### src/rtl/gate_sweep_if.sv
// Stimulus/status bundle between the gate sweep tester (master) and the lab harness (slave).
// The cont line exists only when GATE_TESTER_CONT_EN is defined.
interface gate_sweep_if #(
  parameter int unsigned ERR_W = 8
);
  logic             start;
  logic             x1;
  logic             x2;
  logic             y;
  logic             busy;
  logic             done;
  logic             pass;
  logic [ERR_W-1:0] err_cnt;
  logic [3:0]       fail_vec;
`ifdef GATE_TESTER_CONT_EN
  logic             cont;

  modport master (
    input  start, y, cont,
    output x1, x2, busy, done, pass, err_cnt, fail_vec
  );

  modport slave (
    output start, y, cont,
    input  x1, x2, busy, done, pass, err_cnt, fail_vec
  );
`else
  modport master (
    input  start, y,
    output x1, x2, busy, done, pass, err_cnt, fail_vec
  );

  modport slave (
    output start, y,
    input  x1, x2, busy, done, pass, err_cnt, fail_vec
  );
`endif
endinterface

### src/rtl/gate_sweep_tester.sv
// Walks a 2-input gate through all four input vectors and checks y against TRUTH.
// Optional GATE_TESTER_CONT_EN adds back-to-back sweeps with accumulating results.
module gate_sweep_tester #(
  parameter int unsigned SETTLE_CYCLES = 2,
  parameter logic [3:0]  TRUTH         = 4'b0111,
  parameter int unsigned ERR_W         = 8
) (
  input logic          clk,
  input logic          rst_n,
  gate_sweep_if.master bus
);

  localparam int unsigned CNT_W = (SETTLE_CYCLES < 2) ? 1 : $clog2(SETTLE_CYCLES + 1);

  typedef enum logic [2:0] {
    IDLE,
    DRIVE,
    SETTLE,
    SAMPLE,
    FINISH
  } state_t;

  state_t           r_state;
  logic [1:0]       r_vec;
  logic [CNT_W-1:0] r_cnt;
  logic [1:0]       r_x;
  logic             r_busy;
  logic             r_done;
  logic             r_pass;
  logic [ERR_W-1:0] r_err;
  logic [3:0]       r_fail;

  logic             w_mismatch;
  logic [ERR_W-1:0] w_err_nxt;
  logic             w_cont;

  assign w_mismatch = (bus.y != TRUTH[r_vec]);
  // Saturating error count including the current sample.
  assign w_err_nxt  = !w_mismatch              ? r_err :
                      (r_err == {ERR_W{1'b1}}) ? r_err : r_err + 1'b1;

`ifdef GATE_TESTER_CONT_EN
  assign w_cont = bus.cont;
`else
  assign w_cont = 1'b0;
`endif

  always_ff @(posedge clk or negedge rst_n) begin
    if (!rst_n) begin
      r_state <= IDLE;
      r_vec   <= 2'd0;
      r_cnt   <= '0;
      r_x     <= 2'd0;
      r_busy  <= 1'b0;
      r_done  <= 1'b0;
      r_pass  <= 1'b0;
      r_err   <= '0;
      r_fail  <= 4'd0;
    end else begin
      r_done <= 1'b0;
      case (r_state)
        IDLE: begin
          if (bus.start) begin
            r_state <= DRIVE;
            r_vec   <= 2'd0;
            r_x     <= 2'd0;
            r_busy  <= 1'b1;
            r_err   <= '0;
            r_fail  <= 4'd0;
          end
        end
        DRIVE: begin
          r_cnt   <= CNT_W'(SETTLE_CYCLES);
          r_state <= (SETTLE_CYCLES == 0) ? SAMPLE : SETTLE;
        end
        SETTLE: begin
          r_cnt <= r_cnt - 1'b1;
          if (r_cnt == CNT_W'(1)) r_state <= SAMPLE;
        end
        SAMPLE: begin
          r_err <= w_err_nxt;
          if (w_mismatch) r_fail[r_vec] <= 1'b1;
          // Last vector: status becomes visible in the FINISH cycle.
          if (r_vec == 2'd3) begin
            r_state <= FINISH;
            r_done  <= 1'b1;
            r_busy  <= 1'b0;
            r_x     <= 2'd0;
            r_pass  <= (w_err_nxt == '0);
          end else begin
            r_state <= DRIVE;
            r_vec   <= r_vec + 2'd1;
            r_x     <= r_vec + 2'd1;
          end
        end
        FINISH: begin
          if (w_cont) begin
            r_state <= DRIVE;
            r_vec   <= 2'd0;
            r_x     <= 2'd0;
            r_busy  <= 1'b1;
          end else begin
            r_state <= IDLE;
          end
        end
        default: r_state <= IDLE;
      endcase
    end
  end

  assign bus.x1       = r_x[1];
  assign bus.x2       = r_x[0];
  assign bus.busy     = r_busy;
  assign bus.done     = r_done;
  assign bus.pass     = r_pass;
  assign bus.err_cnt  = r_err;
  assign bus.fail_vec = r_fail;

endmodule
### src/flat_wrapper.sv
// flat-port wrapper written by rule: the top's interface ports become plain ports
module gate_sweep_tester_flat 
#(
  parameter int unsigned SETTLE_CYCLES = 2,
  parameter logic [3:0]  TRUTH         = 4'b0111,
  parameter int unsigned ERR_W         = 8
)
  (clk, rst_n, bus_start, bus_y, bus_x1, bus_x2, bus_busy, bus_done, bus_pass, bus_err_cnt, bus_fail_vec);
  gate_sweep_if #(.ERR_W(ERR_W)) bus_i ();
  input logic clk;
  input logic rst_n;
  input wire logic [$bits(bus_i.start)-1:0] bus_start;
  input wire logic [$bits(bus_i.y)-1:0] bus_y;
  output wire logic [$bits(bus_i.x1)-1:0] bus_x1;
  output wire logic [$bits(bus_i.x2)-1:0] bus_x2;
  output wire logic [$bits(bus_i.busy)-1:0] bus_busy;
  output wire logic [$bits(bus_i.done)-1:0] bus_done;
  output wire logic [$bits(bus_i.pass)-1:0] bus_pass;
  output wire logic [$bits(bus_i.err_cnt)-1:0] bus_err_cnt;
  output wire logic [$bits(bus_i.fail_vec)-1:0] bus_fail_vec;
  assign bus_i.start = bus_start;
  assign bus_i.y = bus_y;
  assign bus_x1 = bus_i.x1;
  assign bus_x2 = bus_i.x2;
  assign bus_busy = bus_i.busy;
  assign bus_done = bus_i.done;
  assign bus_pass = bus_i.pass;
  assign bus_err_cnt = bus_i.err_cnt;
  assign bus_fail_vec = bus_i.fail_vec;
  gate_sweep_tester #(.SETTLE_CYCLES(SETTLE_CYCLES), .TRUTH(TRUTH), .ERR_W(ERR_W)) u_core (.clk(clk), .rst_n(rst_n), .bus(bus_i));
endmodule
### config.mk
export PLATFORM = sky130hd
export DESIGN_NAME = gate_sweep_tester_flat
export DESIGN_NICKNAME = d
export VERILOG_FILES = /design/src/rtl/gate_sweep_if.sv /design/src/rtl/gate_sweep_tester.sv /design/src/flat_wrapper.sv
export SDC_FILE = /design/constraint.sdc
export NUM_CORES = 1
export LEC_CHECK = 0
export CORE_MARGIN = 5
export CORE_UTILIZATION = 55
export CTS_CLUSTER_SIZE = 25
export DETAILED_ROUTE_END_ITERATION = 8
export PLACE_DENSITY = 0.82
export SETUP_SLACK_MARGIN = 0.05
export SYNTH_ARGS = -nofsm -noshare
export SYNTH_HDL_FRONTEND = slang
export SYNTH_SLANG_ARGS = --single-unit
### constraint.sdc
create_clock -name clk -period 3.7 [get_ports clk]
set_input_delay 0.74 -clock clk [delete_from_list [all_inputs] [get_ports clk]]
set_output_delay 0.74 -clock clk [all_outputs]
set_load 0.02 [all_outputs]
==> Flow_metrics.wiki <==
{| class="wikitable"
! Metric !! Value
|-
| Detail Placement HPWL || 2.255 mm
|-
| RD Place Congestion || 0.8145
|-
| Clock Tree Buf Depth || 2
|-
| Actual transition at the worst max-transition pin || 1047 ps
|-
| Buf+Inv Stages, Crit Path || 1
|-
| Synthesis-to-layout area growth || 15.63%
|-
| Final Setup Violations || 0
|-
| Number of DRC violations after detailed routing || 0
|-
| TritonRoute pass-1 iters || 4
|-
| Min setup slack post-route || 1385 ps
|-
| Remaining global-route overflow || 0
|-
| Max-slew violation total from the final report || 0
|-
| Initial core utilization || 56.94%
|-
| Wire length of the first global-routing pass || 5.278 mm
|-
| Arrival @ worst endpoint || 1580 ps
|-
| Total Die Area || 0.003622 sq mm
|-
| Reg clk slew, reported paths || 130 ps
|-
| Boundary pin count || 21
|-
| Setup Crit Path Kind || flop to output port
|-
| TritonCTS Buffers || 3
|-
| Dominant combinational cell family by area after synthesis || simple AND/OR/NAND/NOR gates
|-
| Fraction of the core area covered by cells at the end of the flow || 65.84%
|-
| Post-Synthesis Cells || 140
|-
| Clock Latency Late Sink || 310 ps
|-
| Startpoint type of the worst setup path || flop
|-
| Pin count of the biggest net entering global routing || 25
|-
| Total routing resource utilization after global routing || 19.41%
|-
| Gates resized, CTS repair || 0
|-
| Count of antenna diodes in the layout || 0
|-
| Chip height || 60.18 um
|-
| Routed Antenna Nets || 0
|-
| Multiplexer share of the synthesized area || 2.529%
|-
| Largest cells by area after synthesis || dfrtp_1, ha_1, nor2_1
|-
| Static Leakage || 0.7024 nW
|-
| Vias per cell || 5.952
|-
| Combined area of all synthesized cells || 0.001385 sq mm
|-
| Per-cell routed wire length || 16.29 um
|-
| Final-layout worst hold slack || 494.1 ps
|-
| Ordered cell list for the critical path || clkdlybuf4s50_1
|-
| Clock tree from TritonCTS || yes
|-
| Final critical-path required period || 2315 ps
|-
| Yosys Warn Count || 0
|-
| XOR/XNOR Fraction of Synth Area || 3.884%
|-
| Number of nets in the layout || 168
|-
| Required time at the endpoint of the critical path || 2960 ps
|-
| Compound-cell area share of the yosys netlist || 18.52%
|-
| Post-Synth Simple-Gate Area || 19.87%
|-
| Ratio of cells with drive above 1 in the final layout || 8.974%
|-
| Async set-reset flop share out of synthesis || 100.0%
|-
| Kind of cell adding the most delay to the critical path || buffers and inverters
|-
| CTS Sinks || 24
|-
| Largest fanout of any net on the critical path || 12
|-
| Max Freq || 431.9 MHz
|-
| Stage delay of the slowest cell on the critical path || 680 ps
|-
| Synthesized netlist net count || 150
|-
| Areal power density over the cells || 636.2 mW/mm^2
|-
| # rows || 18
|-
| Commonest cells after routing, fill and taps aside || dfrtp_1, clkdlybuf4s50_1, nor2_1
|-
| Final period utilization || 62.57%
|-
| Sequential element share of the synthesized area || 43.36%
|-
| Post-CTS setup repair buffer count || 0
|-
| Count of max-cap constraint violations || 0
|-
| Synthesized-area fraction occupied by adder cells || 5.420%
|-
| Classification of the worst-slack hold path || flop to flop
|-
| Core area || 0.002432 sq mm
|-
| Violation count after the first detailed-route iteration || 37
|-
| Count of H-tree levels built during CTS || 1
|-
| Outcome || finished, final reports clean
|-
| Overall power of the completed layout || 0.001019 W
|-
| Accumulated negative setup slack || 0 ps
|-
| Area share of the largest cell type after synthesis || 43.36%
|-
| Number of enable flip-flop cells after synthesis || 0
|-
| Slowest CP cell || clkdlybuf4s50_1
|-
| Max-slew headroom || 29.99%
|-
| Main flop type after synthesis || dfrtp_1
|-
| Routed vias || 1107
|-
| IR Drop Worst-Case VDD || 461.4 uV
|-
| Number of hold buffers added after CTS || 0
|-
| Vias in the first global route || 1178
|-
| CP endpoint kind || output port
|-
| Total length of routed wires || 3.030 mm
|-
| Worst Clk Skew || 7.426 ps
|-
| Most frequent standard cell in the layout excluding fill and tap cells || dfrtp_1
|-
| Number of distinct library cells after synthesis || 42
|-
| Fin. Hold Viols || 0
|-
| Post-synth top area cell || dfrtp_1
|-
| RSZ-0062 raised after global routing || no
|-
| Post-synthesis sequential element count || 24
|-
| Cell at the root of the clock tree || clkbuf_4
|-
| Initial antenna violation count || 0
|-
| Die X-Extent || 60.18 um
|-
| Average cell area after synthesis || 9.893 sq um
|-
| Count of input and output buffers || 20
|-
| Setup Slack @ Placement || 1103 ps
|}
-- registers in the layout, indices dropped and copies added (netlist names) --
name                 flops
u_core.bus.pass          1
u_core.r_state           3
u_core.bus.err_cnt       8
u_core.r_x               2
u_core.bus.busy          1
u_core.bus.done          1
u_core.r_cnt             2
u_core.r_vec             2
u_core.bus.fail_vec      4
-- power breakdown --
part | switching, W | internal [W] | total [W] | leakage (nW)
registers | 0.0000866 | 0.000338 | 0.000425 | 0.315
clock network | 0.0000746 | 0.0000381 | 0.000113 | 0.0138
logic | 0.000260 | 0.000222 | 0.000482 | 0.374
total | 0.000421 | 0.000598 | 0.00102 | 0.702
-- per-stage QoR --
step	cells	instance area, sq um
after floorplan	140	1385
after global placement	183	1579
after detailed placement	183	1579
after CTS	186	1602
after global routing	186	1602
final	186	1602
-- final timing paths --
check | from | end | slack (ps) | depth (start not counted)
max | u_core.bus.err_cnt[2] | bus_err_cnt[2] | 1380 | 1
min | u_core.bus.busy | u_core.bus.busy | 490 | 1
max reg2reg | u_core.r_vec[0] | u_core.bus.pass | 1550 | 6
min reg2reg | u_core.bus.busy | u_core.bus.busy | 490 | 1
max in group asynchronous | rst_n | u_core.r_state[2] | 2080 | 1
min in group asynchronous | rst_n | u_core.bus.pass | 980 | 1
-- Yosys cell counts (all sizes together), types with 4 or more instances --
cell / number
a31oi: 4
a211oi: 4
nand3: 4
o21ai: 5
ha: 6
buf: 6
a21oi: 9
nand2: 8
inv: 10
nor2: 14
dfrtp: 24
-- layer usage --
layer	track usage, %	vias to the layer above	part of all wire, %
li1	-	536	-
met1	25.95	538	45
met2	31.64	28	50
met3	2.160	5	3.6
met4	8.228	0	1.4
met5	0	-	0
-- final cells by class --
type                       instances  area (sq um)
tap                               30         37.54
fill                             198         830.8
multi-input combinational         98         695.7
clock buffer                       3         22.52
timing repair buffer              21         207.7
sequential                        24         600.6
inverter                          10         37.54
-- kinds of logic (layout without fill, tap and decap cells) --
| group | after synthesis | in the layout |
|---|---|---|
| AND/OR/NAND/NOR | 48 | 48 |
| multiplexers | 3 | 3 |
| AO/OA/AOI/OAI | 37 | 37 |
| adder cells (fa/ha/maj) | 6 | 6 |
| buffers and inverters | 18 | 34 |
| flip-flops | 24 | 24 |
| XOR/XNOR | 4 | 4 |
No activity file was read; power rests on OpenSTA's default activity.
